==> config.mk <==
export PLATFORM = sky130hd
export DESIGN_NAME = dac_cmd_sender
export DESIGN_NICKNAME = d
export VERILOG_FILES = /design/src/rtl/dac_cmd_sender.sv
export SDC_FILE = /design/constraint.sdc
export NUM_CORES = 1
export LEC_CHECK = 0
export ABC_CLOCK_PERIOD_IN_PS = 4500
export CORE_MARGIN = 5
export CORE_UTILIZATION = 58
export DETAILED_ROUTE_END_ITERATION = 8
export HOLD_SLACK_MARGIN = 0.02
export PLACE_DENSITY = 0.94
export SETUP_SLACK_MARGIN = 0.4
export SLEW_MARGIN = 20
export SYNTH_ARGS = -nofsm -noshare
export SYNTH_HDL_FRONTEND = slang
export SYNTH_SLANG_ARGS = --single-unit
==> constraint.sdc <==
create_clock -name clk -period 4.5 [get_ports clk]
set_clock_uncertainty 0.2 [all_clocks]
set_input_delay 0.9 -clock clk [delete_from_list [all_inputs] [get_ports clk]]
set_output_delay 0.9 -clock clk [all_outputs]
set_load 0.03 [all_outputs]
==> src/rtl/dac_cmd_sender.sv <==
// Command initiator for the DAC board UART protocol: frames opcode + payload bytes
// onto a uart_top tx strobe interface and collects the 2-byte RD_DAT_CNT reply.
module dac_cmd_sender #(
  parameter logic [23:0] RSP_TIMEOUT = 24'd1_000_000
) (
  input  logic        clk,
  input  logic        rstn,
  input  logic        cmd_valid,
  output logic        cmd_ready,
  input  logic [4:0]  cmd_op,
  input  logic [31:0] cmd_payload,
  output logic [7:0]  tx_data,
  output logic        new_tx_data,
  input  logic        tx_busy,
  input  logic [7:0]  rx_data,
  input  logic        new_rx_data,
  output logic        done,
  output logic        err,
  output logic [15:0] rsp_data,
  output logic        rsp_valid
);

  localparam int unsigned OP_W   = 5;
  localparam int unsigned PAY_W  = 32;
  localparam int unsigned IDX_W  = 3;
  localparam int unsigned TO_W   = 24;
  localparam int unsigned BYTE_W = 8;
  localparam logic [OP_W-1:0] OP_RD_DAT_CNT = 5'd17;

  typedef enum logic [2:0] {
    S_IDLE,
    S_SEND,
    S_GUARD,
    S_WAIT_TX,
    S_RSP_LO,
    S_RSP_HI
  } state_t;

  state_t              state;
  logic [OP_W-1:0]     op_q;
  logic [PAY_W-1:0]    pay_q;
  logic [IDX_W-1:0]    idx_q;
  logic [IDX_W-1:0]    n_q;
  logic [TO_W-1:0]     to_cnt;
  logic [BYTE_W-1:0]   lo_q;

  logic                acc_legal_c;
  logic [IDX_W-1:0]    acc_n_c;
  logic [PAY_W-1:0]    acc_pay_c;
  logic [BYTE_W-1:0]   cur_byte_c;
  logic                to_hit_c;

  // Decode frame length and pre-mask the payload so sending is a plain byte shift.
  always_comb begin
    acc_legal_c = 1'b1;
    acc_n_c     = '0;
    acc_pay_c   = '0;
    case (cmd_op)
      5'd0, 5'd3, 5'd4, 5'd5, 5'd13, 5'd17: begin
        acc_n_c = 3'd0;
      end
      5'd2: begin
        acc_n_c   = 3'd1;
        acc_pay_c = {29'd0, cmd_payload[2:0]};
      end
      5'd8: begin
        acc_n_c   = 3'd1;
        acc_pay_c = {24'd0, cmd_payload[7:0]};
      end
      5'd1: begin
        acc_n_c   = 3'd2;
        acc_pay_c = {17'd0, cmd_payload[14:0]};
      end
      5'd11: begin
        acc_n_c   = 3'd2;
        acc_pay_c = {16'd0, cmd_payload[15:0]};
      end
      5'd9, 5'd10, 5'd19: begin
        acc_n_c   = 3'd4;
        acc_pay_c = cmd_payload;
      end
      default: acc_legal_c = 1'b0;
    endcase
  end

  always_comb begin
    cur_byte_c = '0;
    case (idx_q)
      3'd0:    cur_byte_c = {3'b000, op_q};
      3'd1:    cur_byte_c = pay_q[7:0];
      3'd2:    cur_byte_c = pay_q[15:8];
      3'd3:    cur_byte_c = pay_q[23:16];
      default: cur_byte_c = pay_q[31:24];
    endcase
  end

  assign to_hit_c = (to_cnt == TO_W'(RSP_TIMEOUT - 24'd1));

  always_ff @(posedge clk or negedge rstn) begin
    if (!rstn) begin
      state       <= S_IDLE;
      cmd_ready   <= 1'b0;
      tx_data     <= '0;
      new_tx_data <= 1'b0;
      done        <= 1'b0;
      err         <= 1'b0;
      rsp_data    <= '0;
      rsp_valid   <= 1'b0;
      op_q        <= '0;
      pay_q       <= '0;
      idx_q       <= '0;
      n_q         <= '0;
      to_cnt      <= '0;
      lo_q        <= '0;
    end else begin
      new_tx_data <= 1'b0;
      done        <= 1'b0;
      err         <= 1'b0;
      rsp_valid   <= 1'b0;
      case (state)
        S_IDLE: begin
          cmd_ready <= 1'b1;
          if (cmd_valid && cmd_ready) begin
            cmd_ready <= 1'b0;
            op_q      <= cmd_op;
            pay_q     <= acc_pay_c;
            n_q       <= acc_n_c;
            idx_q     <= '0;
            // Illegal opcodes are swallowed: nothing goes on the wire.
            if (acc_legal_c) state <= S_SEND;
            else             err   <= 1'b1;
          end
        end
        S_SEND: begin
          if (!tx_busy) begin
            tx_data     <= cur_byte_c;
            new_tx_data <= 1'b1;
            state       <= S_GUARD;
          end
        end
        // tx_busy only rises the cycle after the strobe, so it is not trusted here.
        S_GUARD: state <= S_WAIT_TX;
        S_WAIT_TX: begin
          if (!tx_busy) begin
            if (idx_q == n_q) begin
              if (op_q == OP_RD_DAT_CNT) begin
                to_cnt <= '0;
                state  <= S_RSP_LO;
              end else begin
                done      <= 1'b1;
                cmd_ready <= 1'b1;
                state     <= S_IDLE;
              end
            end else begin
              idx_q <= idx_q + 3'd1;
              state <= S_SEND;
            end
          end
        end
        S_RSP_LO: begin
          if (new_rx_data) begin
            lo_q   <= rx_data;
            to_cnt <= '0;
            state  <= S_RSP_HI;
          end else if (to_hit_c) begin
            err       <= 1'b1;
            cmd_ready <= 1'b1;
            state     <= S_IDLE;
          end else begin
            to_cnt <= to_cnt + 24'd1;
          end
        end
        S_RSP_HI: begin
          if (new_rx_data) begin
            rsp_data  <= {1'b0, rx_data[6:0], lo_q};
            rsp_valid <= 1'b1;
            done      <= 1'b1;
            cmd_ready <= 1'b1;
            state     <= S_IDLE;
          end else if (to_hit_c) begin
            err       <= 1'b1;
            cmd_ready <= 1'b1;
            state     <= S_IDLE;
          end else begin
            to_cnt <= to_cnt + 24'd1;
          end
        end
        default: state <= S_IDLE;
      endcase
    end
  end

endmodule
# --- Word level (Yosys, flattened, before mapping) ---
# Cells that the tools add are included.
classes:
  add_sub_neg: 2
  n_eq_ne: 33
  mux: 46
  bitwise_logic: 1
  reduce_logical: 20
ops:
  columns: ["cell", "count"]
  rows:
  - ["$pmux W32 S5", 1]
  - ["$mux W24", 6]
  - ["$pmux W24 S3", 1]
  - ["$mux W3", 12]
  - ["$pmux W8 S4", 1]
  - ["$eq A5 B4 Y1 const B", 5]
  - ["$add A24 B1 Y24 const B", 1]
  - ["$eq A24 B20 Y1 const B", 1]
  - ["$ne A2 B2 Y1 const B", 10]
  - ["$mux W1", 19]
  - ["$pmux W3 S6", 1]
  - ["$eq A5 B5 Y1 const B", 3]
  - ["$reduce_or A13 Y1", 1]
  - ["$eq A3 B2 Y1 const B", 4]
  - ["$eq A5 B2 Y1 const B", 2]
  - ["$eq A5 B3 Y1 const B", 2]
  - ["$reduce_and A5 Y1", 2]
  - ["$pmux W3 S3", 1]
  - ["$reduce_and A2 Y1", 4]
  - ["$reduce_and A4 Y1", 2]
  - ["$eq A3 B1 Y1 const B", 2]
  - ["$eq A3 B3 Y1 const B", 2]
  - ["$logic_not A3 Y1", 2]
  - ["$pmux W3 S2", 1]
  - ["other kinds (13)", 16]
totals:
  regBits: 106
  wordCells: 116

# --- Longest topological paths before layout ---
logic_depth:
  depth_word: 6
  depth_mapped: 7
  ltp_nobuf: 6

# --- Worst setup path before layout ---
# Ideal clock, no wire load.
synth_path:
  path_kind: "input to register"
  start: "input port cmd_op[0]"
  end: "register pay_q[22]"
  setup_time_ns: 0.065
  arrival_time_ns: 2.176
  required_time_ns: 4.235
  slack_ns: 2.059
  stages: 6
  path_buffers: 2
  cell_sequence: "clkbuf_1 -> nor2b_1 -> o21ai_0 -> a211oi_4 -> buf_6 -> a22o_1"
synth_via:
  elab_chain_cells: 3
  word_cells_on_any_way: 9
synth_lines:
  columns: ["item", "line_no", "source"]
  rows:
  - ["start, declared", "10", "input logic [4:0] cmd_op,"]
  - ["$eq A5 B4 Y1 / $eq A5 B5 Y1 (equally long branches)", "58", "case (cmd_op)"]
  - ["$reduce_or A3 Y1", "58", null]
  - ["$pmux W32 S5 (*)", "58", null]
  - ["end signal, assigned", "126", "pay_q <= acc_pay_c;"]
  - ["end, declared", "41", "logic [PAY_W-1:0] pay_q;"]
# Mark *: on every way between the ends. The rest lies on a longest branch, timed or not.
# A chain may end at the register's enable or synchronous reset.

# --- Worst setup path after layout ---
layout_path:
  start: "input port cmd_valid"
  end: "register pay_q[18]"
layout_via:
  elab_chain_cells: 2
layout_lines:
  columns: ["item", "line_no", "source"]
  rows:
  - ["start, declared", "8", "input logic cmd_valid,"]
  - ["$logic_and A1 B1 Y1", "123", "if (cmd_valid && cmd_ready) begin"]
  - ["$reduce_and A2 Y1 (no source line)", null, null]
# Every way passes these cells.

==> results by group <==
Clocking
  – TritonCTS Buffers: 9
  – Clock transition at path regs: between 100 and 150 ps
  – Hold buffers post-CTS: 0
  – Post_cts resized: 0
  – CTS tree: yes
  – Postcts setup bufs: 0
  – Root Driver: clkbuf_8
  – Clock Tree Buf Depth: 2
  – H-tree levels: 3
  – Clock sink count: 106
  – Worst skew pair latency: 380 ps

Logic synthesis
  – Post-synth top area share: 52.0%
  – Yosys warns: 0
  – Ys flop type: dfrtp_1
  – Mean Syn Cell Area: between 10 and 15 sq um
  – Ys async rst share: 100%
  – Post-synthesis sequential area ratio: 52.0%
  – Most area-consuming cells after synthesis: dfrtp_1, mux2_2, a22o_1, o21ai_0, nor2_1
  – Cell accounting for the most synthesized area: dfrtp_1
  – EDFF count, synth: 0
  – Syn Inst Count: 462
  – Syn Nets: 518
  – Cell variety after synth: 64
  – Synth Cell Area: 0.00510 sq mm
  – Number of synthesized register bits: 106

Power and ir drop
  – Leakage power figure: 2.67 nW
  – VDD IR max: 272 uV
  – Comb pwr share: 34.3%
  – Sequential Power Share: a little under half
  – Internal: 1.91 mW
  – Clk network pwr share: 20.4%
  – Power per Cell Area: 500 mW/mm^2
  – Sw power: approximately 1.1 mW
  – Switching fraction of total power: 37.1%

Route
  – Drt drc: 0
  – Final antenna-violating net count: 0
  – Vias per cell: between 6 and 7
  – Via count: 4168
  – Iter 0 DRT Violations: 439
  – WL/cell: 19.3 microns
  – Drt total wl: 12300 microns
  – DR pass1 iterations: 5

Worst setup path
  – Worst stage delay on the critical path: 720 ps
  – WP data arrival: 3130 ps
  – Crit-path cells: clkdlybuf4s50_1 > nand2_1 > or4_4 > a211oi_4 > a22o_1
  – Crit-path slowest cell: or4_4
  – Crit end category: flop
  – CP Launch Type: primary input
  – Crit Path Class: primary input to flop
  – CP required: roughly 4600 ps
  – Crit path max fanout: 50

Placed design
  – Port Buffers: 77
  – Pre-CTS setup slack: 1110 ps
  – GPL Wtd Cong: 0.848
  – Post-DP HPWL: around 8400 microns

Floorplanning
  – Die W: 104 microns
  – Die Y: 104 microns
  – Die footprint: 0.0108 sq mm
  – Core Region: 0.00864 sq mm
  – FP Rows: 34
  – Ports: 79
  – Initial Utilization: 59.0%

STA
  – Final TNS setup: 0 ps
  – Max Fclk: 331 MHz
  – Post-route setup slack: 1480 ps
  – Pins Over Slew Limit: 0
  – Slew @ Worst Pin: 940 ps
  – Slew headroom: 37.1%
  – Min Clock Period, post-route: 3020 ps
  – Fin crit share: between 60% and 70%
  – RSZ-0062 raised after global routing: false
  – Final setup violation count: 0
  – Fin. Hold Viols: 0

Global routing
  – GR Overflow Total: 0
  – First-pass GRT wire length: 20300 microns
  – Initial antenna violation count: 0
  – Largest net degree at the start of global routing: 83
  – Total GRT Usage: between 20% and 30%
  – Number of global-route vias before repair: just over 4000

Finish
  – Layout area overhead: 19.4%
  – Fill cells: 607
  – Commonest non-fill, non-tap cells in the layout: dfrtp_1, clkdlybuf4s50_1, o21ai_0, a22o_1, nor2_1
  – Ant diodes: 0
  – Nets: ~580
  – Layout cells sized above 1: 11.9%
  – Most common cell after layout, fill and taps aside: dfrtp_1

Outcome
  – Outcome: complete, no violations

Worst hold path
  – Hold Path Class: flop to flop

Job
  – Max cap viols: 0
worst max-delay path: cells and delay by family:
kind,cells,cell delay (ps)
buf+inv,1,450
compound gates,2,950
simple gates,2,820
stage by stage:
stage | power (mW) | hold WS, ps | util [%] | cells | cell area (sq um)
after global routing | 3.21 | 321 | 70.5 | 636 | 6080
after CTS | 3.05 | 301 | 70.4 | 636 | 6080
final | 3.04 | 297 | 70.5 | 636 | 6080
after global placement | 2.36 | 259 | 68.0 | 620 | 5870
after floorplan | 2.06 | 238 | - | 462 | 5100
after detailed placement | 2.42 | 287 | 68.0 | 620 | 5870
final cells by class:
type	instances	area (sq um)	share of cell area [%]
sequential	106	2650	43.6
clock inverter	7	87.6	1.44
clock buffer	9	124	2.04
inverter	14	52.6	0.864
multi-input combinational	311	2230	36.7
tap	108	135	2.22
timing repair buffer	81	802	13.2
power groups by stage:
stage | Clock, mW | Combinational (mW) | Sequential [mW]
finish | 0.619 | 1.04 | 1.38
global placement | 0 | 0.985 | 1.37
detailed placement | 0 | 1.03 | 1.39
global route | 0.673 | 1.13 | 1.40
CTS | 0.631 | 1.05 | 1.37
floorplan | 0 | 0.620 | 1.44
logic make-up after synthesis:
logic type	count (synthesis)	share of synthesized area, %
AND/OR/NAND/NOR	109	12.2
adder cells (fa/ha/maj)	6	1.47
other	1	0.0736
multiplexers	31	6.77
buffers and inverters	45	4.20
flip-flops	106	52.0
XOR/XNOR	5	0.859
AO/OA/AOI/OAI	159	22.3
Yosys cell counts (11+ instances only):
library cell	instances
a21oi_1	23
a22o_1	35
a31oi_1	14
clkbuf_1	16
dfrtp_1	106
inv_1	14
mux2_2	28
nand2_1	17
nand3_1	11
nand4_1	12
nor2_1	31
o21ai_0	36
sequential cells by signal, indices dropped and copies added, names as in the netlist, 3 cells and up:
name      count
pay_q        32
to_cnt       24
rsp_data     15
lo_q          8
tx_data       8
op_q          5
idx_q         3
n_q           3
state         3
layer usage:
| layer | vias to the layer above | routed length [microns] | global-route usage (%) |
|---|---|---|---|
| met3 | 25 | 918 | 6.34 |
| li1 | 1864 | - | - |
| met2 | 193 | 6020 | 36.9 |
| met1 | 2086 | 5100 | 30.0 |
| met5 | - | 0 | 0 |
| met4 | 0 | 269 | 6.66 |
worst paths after layout:
kind,startpoint,endpoint,slack [ps],cells after the start
max,cmd_valid,pay_q[18],1480,5
min,to_cnt[23],to_cnt[23],300,1
max reg2reg,state[0],pay_q[18],1890,3
min reg2reg,to_cnt[23],to_cnt[23],300,1
max in group asynchronous,rstn,to_cnt[4],2920,2
min in group asynchronous,rstn,pay_q[12],350,1
Note: power is estimated with default switching activity, not from simulation.
